--- config.mk ---
export PLATFORM = sky130hd
export DESIGN_NAME = puzzle_input_ctrl
export DESIGN_NICKNAME = d
export VERILOG_FILES = /design/src/rtl/puzzle_input_ctrl.sv
export SDC_FILE = /design/constraint.sdc
export NUM_CORES = 1
export LEC_CHECK = 0
export ABC_AREA = 1
export CORE_ASPECT_RATIO = 0.8
export CORE_UTILIZATION = 60
export DETAILED_ROUTE_END_ITERATION = 12
export HOLD_SLACK_MARGIN = 0.15
export PLACE_DENSITY = 0.84
export REMOVE_ABC_BUFFERS = 1
export SLEW_MARGIN = 0
export SYNTH_ARGS = -nofsm -noshare
export SYNTH_HDL_FRONTEND = slang
export SYNTH_SLANG_ARGS = --single-unit
--- constraint.sdc ---
create_clock -name clock -period 2.43 [get_ports clock]
set_input_delay 0.486 -clock clock [delete_from_list [all_inputs] [get_ports clock]]
set_output_delay 0.486 -clock clock [all_outputs]
set_load 0.02 [all_outputs]
--- src/rtl/puzzle_input_ctrl.sv ---
`default_nettype none
// ============================================================================
// Module   : puzzle_input_ctrl
// Brief    : Front-panel input block for the puzzle board game. Scans a 4x4
//            active-low keypad (each press toggles one dot), debounces four
//            cursor buttons (area inc/dec/home, dot clear) and drives the
//            status LEDs.
// Revision : 1.0 - initial release
// ============================================================================
module puzzle_input_ctrl #(
  parameter int SCAN_DIV = 50000
) (
  input  logic        clock,
  input  logic        reset,
  input  logic        finish,
  input  logic        switch,
  input  logic [3:0]  keycol,
  input  logic [3:0]  button,
  output logic [3:0]  keyrow,
  output logic [2:0]  area,
  output logic [15:0] dot,
  output logic [7:0]  led
);

  localparam int             C_CNT_W = (SCAN_DIV > 2) ? $clog2(SCAN_DIV) : 1;
  localparam logic [C_CNT_W-1:0] C_CNT_LAST = C_CNT_W'(SCAN_DIV - 1);

  // Synchronizer stages (idle level is 1 = released)
  logic [3:0]         r_keycol_meta;
  logic [3:0]         r_keycol_sync;
  logic [3:0]         r_button_meta;
  logic [3:0]         r_button_sync;

  // Scan timing
  logic [C_CNT_W-1:0] r_count;
  logic [1:0]         r_row;
  logic               w_tick;

  // Press history: 1 = key was pressed at its last sample
  logic [15:0]        r_hist;
  // Previous tick sample of the buttons (1 = released)
  logic [3:0]         r_btn_prev;

  // Registered outputs
  logic [2:0]         r_area;
  logic [15:0]        r_dot;
  logic [7:0]         r_led;

  // Derived per-tick quantities
  logic [3:0]         w_shift;
  logic [3:0]         w_row_pressed;
  logic [3:0]         w_row_hist;
  logic [3:0]         w_row_event;
  logic [15:0]        w_toggle;
  logic [15:0]        w_row_mask;
  logic [15:0]        w_row_new;
  logic [3:0]         w_btn_event;
  logic               w_enable;

  assign w_tick        = (r_count == C_CNT_LAST);
  assign w_enable      = switch & ~finish;
  assign w_shift       = {r_row, 2'b00};
  assign w_row_pressed = ~r_keycol_sync;
  assign w_row_hist    = r_hist[w_shift +: 4];
  assign w_row_event   = w_row_pressed & ~w_row_hist;
  assign w_toggle      = {12'h000, w_row_event} << w_shift;
  assign w_row_mask    = 16'h000F << w_shift;
  assign w_row_new     = {12'h000, w_row_pressed} << w_shift;
  assign w_btn_event   = r_btn_prev & ~r_button_sync;

  assign keyrow = ~(4'b0001 << r_row);
  assign area   = r_area;
  assign dot    = r_dot;
  assign led    = r_led;

  // Two-flop synchronizers for keypad columns and buttons
  always_ff @(posedge clock or negedge reset) begin
    if (!reset) begin
      r_keycol_meta <= 4'hF;
      r_keycol_sync <= 4'hF;
      r_button_meta <= 4'hF;
      r_button_sync <= 4'hF;
    end else begin
      r_keycol_meta <= keycol;
      r_keycol_sync <= r_keycol_meta;
      r_button_meta <= button;
      r_button_sync <= r_button_meta;
    end
  end

  // Scan prescaler and row pointer; row advances after its sample tick
  always_ff @(posedge clock or negedge reset) begin
    if (!reset) begin
      r_count <= '0;
      r_row   <= 2'd0;
    end else if (w_tick) begin
      r_count <= '0;
      r_row   <= r_row + 2'd1;
    end else begin
      r_count <= r_count + 1'b1;
    end
  end

  // History tracks key/button state regardless of switch/finish so that a
  // key held across an enable change never produces a late event
  always_ff @(posedge clock or negedge reset) begin
    if (!reset) begin
      r_hist     <= 16'h0000;
      r_btn_prev <= 4'hF;
    end else if (w_tick) begin
      r_hist     <= (r_hist & ~w_row_mask) | w_row_new;
      r_btn_prev <= r_button_sync;
    end
  end

  // Cursor area: home beats increment beats decrement, one change per tick
  always_ff @(posedge clock or negedge reset) begin
    if (!reset) begin
      r_area <= 3'd0;
    end else if (w_tick && w_enable) begin
      if (w_btn_event[2]) begin
        r_area <= 3'd0;
      end else if (w_btn_event[0]) begin
        r_area <= r_area + 3'd1;
      end else if (w_btn_event[1]) begin
        r_area <= r_area - 3'd1;
      end
    end
  end

  // Dot pattern: clear button overrides any keypad toggles in the same tick
  always_ff @(posedge clock or negedge reset) begin
    if (!reset) begin
      r_dot <= 16'h0000;
    end else if (w_tick && w_enable) begin
      if (w_btn_event[3]) begin
        r_dot <= 16'h0000;
      end else begin
        r_dot <= r_dot ^ w_toggle;
      end
    end
  end

  // Status LEDs: all on when finished, off when disabled, else one-hot area
  always_ff @(posedge clock or negedge reset) begin
    if (!reset) begin
      r_led <= 8'h00;
    end else if (finish) begin
      r_led <= 8'hFF;
    end else if (!switch) begin
      r_led <= 8'h00;
    end else begin
      r_led <= 8'h01 << r_area;
    end
  end

endmodule
`default_nettype wire

==> flow_summary_export.csv <==
group,metric,value,unit
status,outcome,"complete, no violations",
routing,wl,8398,um
routing,drc,0,
critical_path,r2r.worst_path.cells,6,
sta,period_share,0.9749,
synth,syn_avg_cell_area,8.705,um^2
routing,viasPerCell,5.521,
routing,wire_per_inst,14.48,um
sta,relSlewSlack,0.5273,
grt,track_usage,0.2715,
floorplanning,die_w,91.73,um
critical_path,reg2reg_to,"r_hist[13]$_DFFE_PN0N_",
critical_path,worst_setup_path_end_kind,"output pin",
critical_path,critPathKind,"reg -> out",
floorplanning,die_y,73.79,um
place,port_buffers,42,
layout,area_delta_synth_final,17.61,%
place,dp_slack,0.2990,ns
sta,fin_skew,0.009426,ns
power_and_ir_drop,p_seq_frac,0.587,
clock_network,cts_made_buffers,9,
critical_path,r2r_slack,0.30,ns
clock_network,root_buffer,"clkbuf_8",
sta,tns,0,ns
grt,antenna_found_initial,0,
clock_network,clk_path_buf_depth,2,
place,dp_hpwl,6031,um
layout,n_fill_cell,452,
layout,multiInputGateArea,1526,um^2
routing,ant_nets,0,
power_and_ir_drop,p_leak,2.187,nW
synth,ys_ff_latch,81,
critical_path,critPathMaxStageDelay,0.63,ns
sta,report.final.hold_viol_count,0,
grt,grt_pass1_vias,3043,
power_and_ir_drop,peakVddDrop,517.0,uV
layout,diodes,0,
grt,grt.overflow.total,0,
clock_network,cts_sinks,81,
sta,period_needed,2.369,ns
sta,rsz0062_at_grt,"no",
routing,dr.pass1.iters,5,
grt,grt_max_degree,37,
critical_path,startpoint_type,"flip-flop",
synth,synth_common_cells,"nand2_1, dfrtp_1, inv_1, o21ai_0, nor2_1",
min_path,holdPathStages,0,
floorplanning,start_util,0.6369,
place,place.gp.congestion,0.8756,
power_and_ir_drop,power_switching_share,0.2309,
synth,yosysTopAreaCellShare,0.3949,
synth,synthArstFlopShare,1.000,
clock_network,tritoncts,"yes",
critical_path,required,1.94,ns
floorplanning,core,6068,um^2
routing,dr_total_vias,3202,
critical_path,cp_max_fo,7,
synth,ys.flop_type,"dfrtp_1",
power_and_ir_drop,p_per_area,518.9,nW/um^2
clock_network,clock_latency,0.35,ns
synth,ys_seq_area_frac,0.5309,
sta,worstMarginPinSlew,0.7073,ns
synth,synthTopCellsByArea,"dfrtp_1, dfstp_2, nand2_1",
floorplanning,die_area,6768,um^2
synth,yosys_warnings,0,
synth,synth_area,3865,um^2
min_path,min_to,"r_button_sync[0]$_DFF_PN1_",
place,dpl-instance-area,4360,um^2
power_and_ir_drop,comb_power_share,0.042,
min_path,hold_class,"reg -> reg",
synth,synth_top_cell_by_area,"dfrtp_1",
clock_network,path_clk_slew,0.08,ns
synth,synth_edf_count,0,
synth,synth.most_common_cell,"nand2_1",
floorplanning,num_io_pins,43,
layout,final_area,4546,um^2
synth,ys_types,32,
critical_path,path_cells,"inv_2 > ha_1 > inv_1 > clkdlybuf4s50_1",
layout,nNetsFinal,512,
sta,max_freq,0.4221,GHz
routing,dr.first_iter.drc_count,307,
clock_network,htree_levels,3,
critical_path,arrival,1.88,ns
power_and_ir_drop,internal_power,0.001814,W
min_path,min_from,"r_button_meta[0]$_DFF_PN1_",
critical_path,critPathSlowestCell,"clkdlybuf4s50_1",
sta,drv_slew,0,
critical_path,r2r-start,"r_count[0]$_DFF_PN0_",
floorplanning,rows,25,
power_and_ir_drop,clock_power_share,0.371,
grt,grt_pass1_wl,13980,um
layout,seqCellArea,2053,um^2
layout,drive_gt1_frac,0.1543,
sta,setup_violations,0,
sta,setup_ws,0.06092,ns
synth,syn_inst,444,
run,cap_violations,0,
power_and_ir_drop,p_switching,0.0005448,W
routing by layer:
layer  wire length [um]  vias up  GRT usage  part of all wire
met4                167        0     0.1146             0.020
li1                   -     1521          -                 -
met1               3688     1539     0.3514              0.44
met2               3997      122     0.4495              0.48
met5                  0        -          0                 0
met3                544       20    0.06108             0.065
placed cells by master, fill, tap and decap left out, types with 3 or more instances in the layout:
cell	Yosys	routed
a21oi_1	3	3
a21oi_2	8	8
and2_1	4	4
buf_4	0	7
clkbuf_8	0	10
clkdlybuf4s50_1	0	41
dfrtp_1	61	60
dfstp_2	20	20
ha_1	5	5
inv_1	52	52
inv_2	6	6
nand2_1	110	110
nand3_1	25	25
nand3_2	3	3
nand4_1	18	18
nor2_1	33	33
nor2_2	10	10
nor2_4	4	4
o21ai_0	35	35
o21ai_1	19	19
xor2_1	7	7
worst max-delay path by stage:
stage | endpoint | from | cells past startpoint | slack [ns]
finish | keyrow[0] | r_row[1]$_DFFE_PN0N_ | 4 | 0.06
global route | keyrow[0] | r_row[1]$_DFFE_PN0N_ | 4 | 0.003
CTS | keyrow[0] | r_row[0]$_DFFE_PN0N_ | 4 | 0.008
detailed placement | area[1]$_DFFE_PN0P_ | switch | 8 | 0.30
global placement | area[0]$_DFFE_PN0P_ | switch | 8 | 0.42
floorplan | keyrow[0] | r_row[0]$_DFFE_PN0N_ | 3 | 0.62
flip-flops by register name, summed over array words and instances, names as in the netlist:
signal,cells
dot,16
r_count,16
r_hist,16
led,8
r_btn_prev,4
r_button_meta,4
r_button_sync,4
r_keycol_meta,4
r_keycol_sync,4
area,3
r_row,2
area by class of cell:
cell class | count | area share
Sequential cell | 81 | 0.4517
Multi-Input combinational cell | 295 | 0.3358
Timing Repair Buffer | 49 | 0.1040
Inverter | 58 | 0.04789
Clock buffer | 12 | 0.03193
Tap cell | 81 | 0.02230
Clock inverter | 4 | 0.006331
logic make-up (layout without fill, tap and decap cells):
kind of cell    count (synthesis)  after routing  synth area share
flops                          81             81            0.5309
simple gates                  215            215            0.2616
fa+ha+maj                       6              6           0.02137
buf+inv                        68            123           0.07414
xor+xnor                        8              8           0.01813
compound gates                 66             66           0.09388
power groups by stage:
stage                     Combinational, W  Sequential, W  Clock (W)
after global routing              0.000112        0.00139   0.000939
after CTS                         0.000101        0.00138   0.000891
final                            0.0000994        0.00138   0.000876
after detailed placement         0.0000986        0.00141          0
after global placement           0.0000975        0.00141          0
after floorplan                  0.0000220        0.00142          0
critical path, delay by kind of cell, from the launching register on:
kind	cells	cell delay, ns
adders and majority gates	1	0.20
buffers and inverters	3	0.90
DFF	1	0.44
through the flow:
stage          hold WS (ns)  std cells  utilization  power [W]
2_1_floorplan        0.1904        434            -   0.001439
3_3_place_gp         0.3457        563       0.7186   0.001506
3_5_place_dp         0.3472        563       0.7186   0.001508
4_1_cts              0.3589        580       0.7489   0.002376
5_1_grt              0.3605        580       0.7491   0.002436
6_report             0.3563        580       0.7491   0.002359
timing repair:
item / CTS / global route
setup buffers: 0 / 0
gates resized for setup: 0 / 1
hold endpoints to repair: 18 / 0
endpoints found under the setup margin: 0 / 2
hold buffers: 1 / 0
No activity file was read; power rests on OpenSTA's default activity.
